`src/rtl/bg_sram_reader.sv`:
```
// bg_sram_reader: returns 4-bit palette indices for 18-bit background pixel
//   addresses, reading 16-bit (4-pixel) words from the external sprite SRAM.
//   A one-word cache serves repeated and sequential accesses without an SRAM read.
// Latency: cache hit = 1 cycle, miss = READ_LATENCY+1 cycles from accept to pix_valid.
// Backpressure: req_ready is low while an SRAM read is in flight; req is
//   ignored then (no queue) and must be held by the requester until accepted.
//
// Ports:
//   Clk, Reset           clock, asynchronous active-high reset
//   req, addr, req_ready pixel request handshake (addr sampled on accept)
//   inv                  one-cycle cache invalidate
//   pix_valid, pix_index one-cycle response pulse, index held between pulses
//   sram_*               read-only SRAM port (word address, active-low strobes)

module bg_sram_reader #(
    parameter int          READ_LATENCY = 2,
    parameter logic [19:0] BASE_WORD    = 20'h00000
) (
    input  logic        Clk,
    input  logic        Reset,
    input  logic        req,
    input  logic [17:0] addr,
    input  logic        inv,
    output logic        req_ready,
    output logic        pix_valid,
    output logic [3:0]  pix_index,
    output logic [19:0] sram_addr,
    output logic        sram_ce_n,
    output logic        sram_oe_n,
    output logic        sram_we_n,
    input  logic [15:0] sram_data_in
);

    typedef enum logic {
        IDLE = 1'b0,
        READ = 1'b1
    } state_t;

    // Value of wait_cnt in the final READ cycle, when SRAM data is valid.
    localparam logic [2:0] LAST_WAIT = 3'(READ_LATENCY - 1);

    state_t      state;
    state_t      state_nxt;
    logic [2:0]  wait_cnt;

    logic        cache_valid;
    logic [15:0] cache_tag;
    logic [15:0] cache_word;
    logic [1:0]  nib_q;
    // Set when an invalidate arrives while a fill is outstanding, so the
    // filled word is used for the pending response but not kept as valid.
    logic        fill_inv;

    logic        accept;
    logic        hit;
    logic        miss;
    logic        fill_done;

    function automatic logic [3:0] sel_nibble(input logic [15:0] w, input logic [1:0] s);
        logic [3:0] r;
        case (s)
            2'd0:    r = w[3:0];
            2'd1:    r = w[7:4];
            2'd2:    r = w[11:8];
            default: r = w[15:12];
        endcase
        return r;
    endfunction

    assign accept    = req && req_ready;
    // An invalidate coincident with the request forces a miss.
    assign hit       = cache_valid && (addr[17:2] == cache_tag) && !inv;
    assign miss      = accept && !hit;
    assign fill_done = (state == READ) && (wait_cnt == LAST_WAIT);

    // ---------------- FSM: state register ----------------
    always_ff @(posedge Clk or posedge Reset) begin
        if (Reset) begin
            state <= IDLE;
        end else begin
            state <= state_nxt;
        end
    end

    // ---------------- FSM: next state ----------------
    always_comb begin
        state_nxt = state;
        case (state)
            IDLE:    if (miss)      state_nxt = READ;
            READ:    if (fill_done) state_nxt = IDLE;
            default:                state_nxt = IDLE;
        endcase
    end

    // ---------------- FSM: outputs ----------------
    always_comb begin
        req_ready = 1'b1;
        sram_ce_n = 1'b1;
        sram_oe_n = 1'b1;
        sram_we_n = 1'b1;
        if (state == READ) begin
            req_ready = 1'b0;
            sram_ce_n = 1'b0;
            sram_oe_n = 1'b0;
        end
    end

    // ---------------- Datapath ----------------
    always_ff @(posedge Clk or posedge Reset) begin
        if (Reset) begin
            wait_cnt    <= 3'd0;
            pix_valid   <= 1'b0;
            pix_index   <= 4'd0;
            sram_addr   <= 20'd0;
            cache_valid <= 1'b0;
            cache_tag   <= 16'd0;
            cache_word  <= 16'd0;
            nib_q       <= 2'd0;
            fill_inv    <= 1'b0;
        end else begin
            pix_valid <= 1'b0;

            if (state == READ) begin
                wait_cnt <= fill_done ? 3'd0 : wait_cnt + 3'd1;
            end else begin
                wait_cnt <= 3'd0;
            end

            if (state == IDLE) begin
                if (accept && hit) begin
                    pix_valid <= 1'b1;
                    pix_index <= sel_nibble(cache_word, addr[1:0]);
                end
                if (miss) begin
                    // 20-bit add wraps modulo 2^20 by construction.
                    sram_addr <= BASE_WORD + {4'b0000, addr[17:2]};
                    cache_tag <= addr[17:2];
                    nib_q     <= addr[1:0];
                    fill_inv  <= 1'b0;
                end
                // The old word is dropped as soon as a new fill starts.
                if (inv || miss) begin
                    cache_valid <= 1'b0;
                end
            end else begin
                if (inv) begin
                    fill_inv <= 1'b1;
                end
                if (fill_done) begin
                    cache_word  <= sram_data_in;
                    pix_valid   <= 1'b1;
                    pix_index   <= sel_nibble(sram_data_in, nib_q);
                    cache_valid <= !(fill_inv || inv);
                end
            end
        end
    end

endmodule
```
`config.mk`:
```
export PLATFORM = sky130hd
export DESIGN_NAME = bg_sram_reader
export DESIGN_NICKNAME = d
export VERILOG_FILES = /design/src/rtl/bg_sram_reader.sv
export SDC_FILE = /design/constraint.sdc
export NUM_CORES = 1
export LEC_CHECK = 0
export ABC_CLOCK_PERIOD_IN_PS = 2290
export CAP_MARGIN = 25
export CELL_PAD_IN_SITES_DETAIL_PLACEMENT = 0
export CELL_PAD_IN_SITES_GLOBAL_PLACEMENT = 1
export CORE_MARGIN = 4
export CORE_UTILIZATION = 37
export CTS_CLUSTER_SIZE = 8
export DETAILED_ROUTE_END_ITERATION = 10
export GPL_TIMING_DRIVEN = 0
export HOLD_SLACK_MARGIN = 0.08
export PLACE_DENSITY = 0.85
export REMOVE_ABC_BUFFERS = 1
export SLEW_MARGIN = 30
export SYNTH_ARGS = -nofsm -noshare
export SYNTH_HDL_FRONTEND = slang
export SYNTH_SLANG_ARGS = --single-unit
```
`constraint.sdc`:
```
create_clock -name Clk -period 2.29 [get_ports Clk]
set_clock_uncertainty 0.05 [all_clocks]
set_input_delay 0.458 -clock Clk [delete_from_list [all_inputs] [get_ports Clk]]
set_output_delay 0.458 -clock Clk [all_outputs]
set_load 0.03 [all_outputs]
```
==> results.ini <==
[outcome]
status=complete, no violations

[drt]
drt_pre_antenna_iters=4
routedWlPerCell_um=14.8
drt.antenna.violating_nets=0
totalWireLength_um=4760
detailedRoute.firstIterationViolations=19
detailroute.via_count=1514
detail_route.vias_per_cell=4.70
drc=0

[place]
dp_hpwl_um=3510
globalplace.congestion=0.750
dpl.cell_count=312
port-buffer-count=61
placement.setup.worst_slack_ps=-559

[cells_and_area]
fill_cells=526
antennaDiodeCount=0
final_util=0.518
mostFrequentLayoutCells=clkdlybuf4s50_1, dfrtp_1, nand2_1, mux2_2, xor2_1
layout.cells.most_common=clkdlybuf4s50_1
final_net_count=286
final-instance-count-excl-fill=322
layout_cell_share_with_drive_strength_beyond_1=0.227
area_delta_synth_final_pct=36.0

[global_routing]
grt_util_all_layers=0.137
first_global_vias=1612
wire_length_of_the_first_global_routing_pass_um=7760
grt_max_degree=25
grt.overflow.total=0
grt_antenna_before_repair=0

[timing]
finalHoldViolations=0
finalMaxSlewViolations=0
finalSetupViolCount=0
max_slew.worst_pin.slew_ps=534
finalWorstPathRequiredPeriod_ps=2220
post-route-worst-setup-slack_ps=70.9
final_min_period_over_clock_period=0.969
grt_setup_unrepaired=no
timing.max_slew.rel_slack=0.643
fmax_mhz=451

[synth]
synth_enable_flop_cells=0
asyncSetResetFlopFracSynth=1.00
yosysWarnings=0
share_of_the_synthesized_area_in_the_top_cell_type=0.500
synth_sequential_area_ratio=0.500
synth.top_cells.by_area=dfrtp_1, mux2_2, mux4_2, nand2_1, mux2_4
synth_largest_area_cell=dfrtp_1
post_synth_instance_area_um2=2250
netlist_instances=184
synth.avg_cell_area_um2=12.2
ys_seq_elements=45
post_synth_num_cell_types=31
yosys_most_used_dff=dfrtp_1

[clock_network]
cts-hold-fix-buffers=0
numCtsBuffers=5
cell_at_the_root_of_the_clock_tree=clkbuf_8
worst_setup_hold_path_clk_slew_ps=80
total_number_of_h_tree_levels=2
clkSinkCount=45
insertion_delay_ps=300
max-clock-path-buffers=2
cts_tree=done

[worst_setup_path]
critical_path.cell_chain=clkdlybuf4s50_1 -> xor2_1 -> nor4_2 -> nand3_1 -> o31ai_4 -> mux2_2
critical_path.slowest_cell=clkdlybuf4s50_1
crit_type=in2reg
critical_path.startpoint_type=primary input
timing.critical_path.required_ps=2430
critical_path.endpoint_type=register
cp_slowest_stage_delay_ps=430
critPathArrivalTime_ps=2360
critical_path_peak_fanout=5

[floorplanning]
die_area_um2=7400
placementRows=28
horizontal_die_dimension_um=86.0
initial_utilization=0.381
io_pins=67
die-height_um=86.0
core_area_um2=5920

[power]
peakVddDrop_v=0.000598
static-leakage-power_nw=1.32
cellPowerDensity_nw_per_um2=1370
report.power.total_mw=4.20

[run]
maxCapViolations=0

[worst_hold_path]
holdCritPathClass=reg2reg

## registers in the layout, indices dropped and copies added, names as in the netlist
signal / flops
nib_q: 2
fill_inv: 1
cache_word: 16
wait_cnt: 3
state: 1
pix_index: 4
pix_valid: 1
cache_valid: 1
cache_tag: 16
## layer usage
| metal | vias to the layer above | track usage | wire, um |
|---|---|---|---|
| met3 | 5 | 0.0365 | 195 |
| met4 | 0 | 0.0504 | 69 |
| met1 | 744 | 0.173 | 2130 |
| li1 | 731 | - | - |
| met5 | - | 0 | 0 |
| met2 | 34 | 0.225 | 2360 |
## worst max-delay path: cells and delay by family
family | cells | cell delay, ps
compound gates | 1 | 410
xor+xnor | 1 | 170
buf+inv | 1 | 430
mux | 1 | 380
simple gates | 2 | 500
## kinds of logic after synthesis
group / Yosys count / share of synthesized area
xor gates and xnor gates: 16 / 0.0622
buffers and inverters: 17 / 0.0450
AOI/OAI and AO/OA: 7 / 0.0267
muxes: 38 / 0.243
DFF: 45 / 0.500
other: 2 / 0.00333
and+or+nand+nor: 57 / 0.109
adders and majority gates: 2 / 0.0111
## metrics by stage
step / area (um2) / setup TNS [ps] / hold WS, ps
6_report: 3070 / 0 / 424
5_1_grt: 3070 / 0 / 451
4_1_cts: 3040 / 0 / 434
3_5_place_dp: 2910 / -6390 / 422
3_3_place_gp: 2890 / -15320 / 403
2_1_floorplan: 2180 / -22.4 / 389
## Yosys cell counts (all sizes together), types with 2 or more instances
library cell,number
xor2,12
buf,11
o31ai,2
mux4,8
o21ai,2
dfrtp,45
nor3,2
nand2,35
mux2,29
nor4,2
nand2b,3
xnor2,4
conb,2
ha,2
nor2,10
inv,4
## layout make-up
class,instances,area [um2],share of cell area
flip-flops and latches,45,1130,0.368
clock inverters,2,37.5,0.0122
well taps,75,93.8,0.0306
multi-input cells,125,1050,0.342
clock buffers,6,82.6,0.0269
repair buffers,64,657,0.214
inverters,5,20.0,0.00653
## power breakdown
part           leakage [nW]  internal, mW  switching [mW]
clock network        0.0574         0.355           0.274
registers             0.538          1.19           0.321
logic                 0.720          1.07           0.992
total                  1.32          2.61            1.59
## repair_timing
action,CTS,global route
pin swaps,0,1
resized for setup,4,1
setup endpoints to repair,13,13
setup buffers,0,1
## final timing paths
| kind | startpoint | endpoint | slack, ps | depth (start not counted) |
|---|---|---|---|---|
| max | addr[10] | pix_index[2] | 70 | 6 |
| min | wait_cnt[0] | wait_cnt[0] | 420 | 1 |
| max reg2reg | cache_tag[8] | pix_index[2] | 250 | 5 |
| min reg2reg | wait_cnt[0] | wait_cnt[0] | 420 | 1 |
| max in group asynchronous | Reset | cache_valid | 1230 | 3 |
| min in group asynchronous | Reset | cache_word[9] | 460 | 2 |
(Power assumes the default switching activity.)
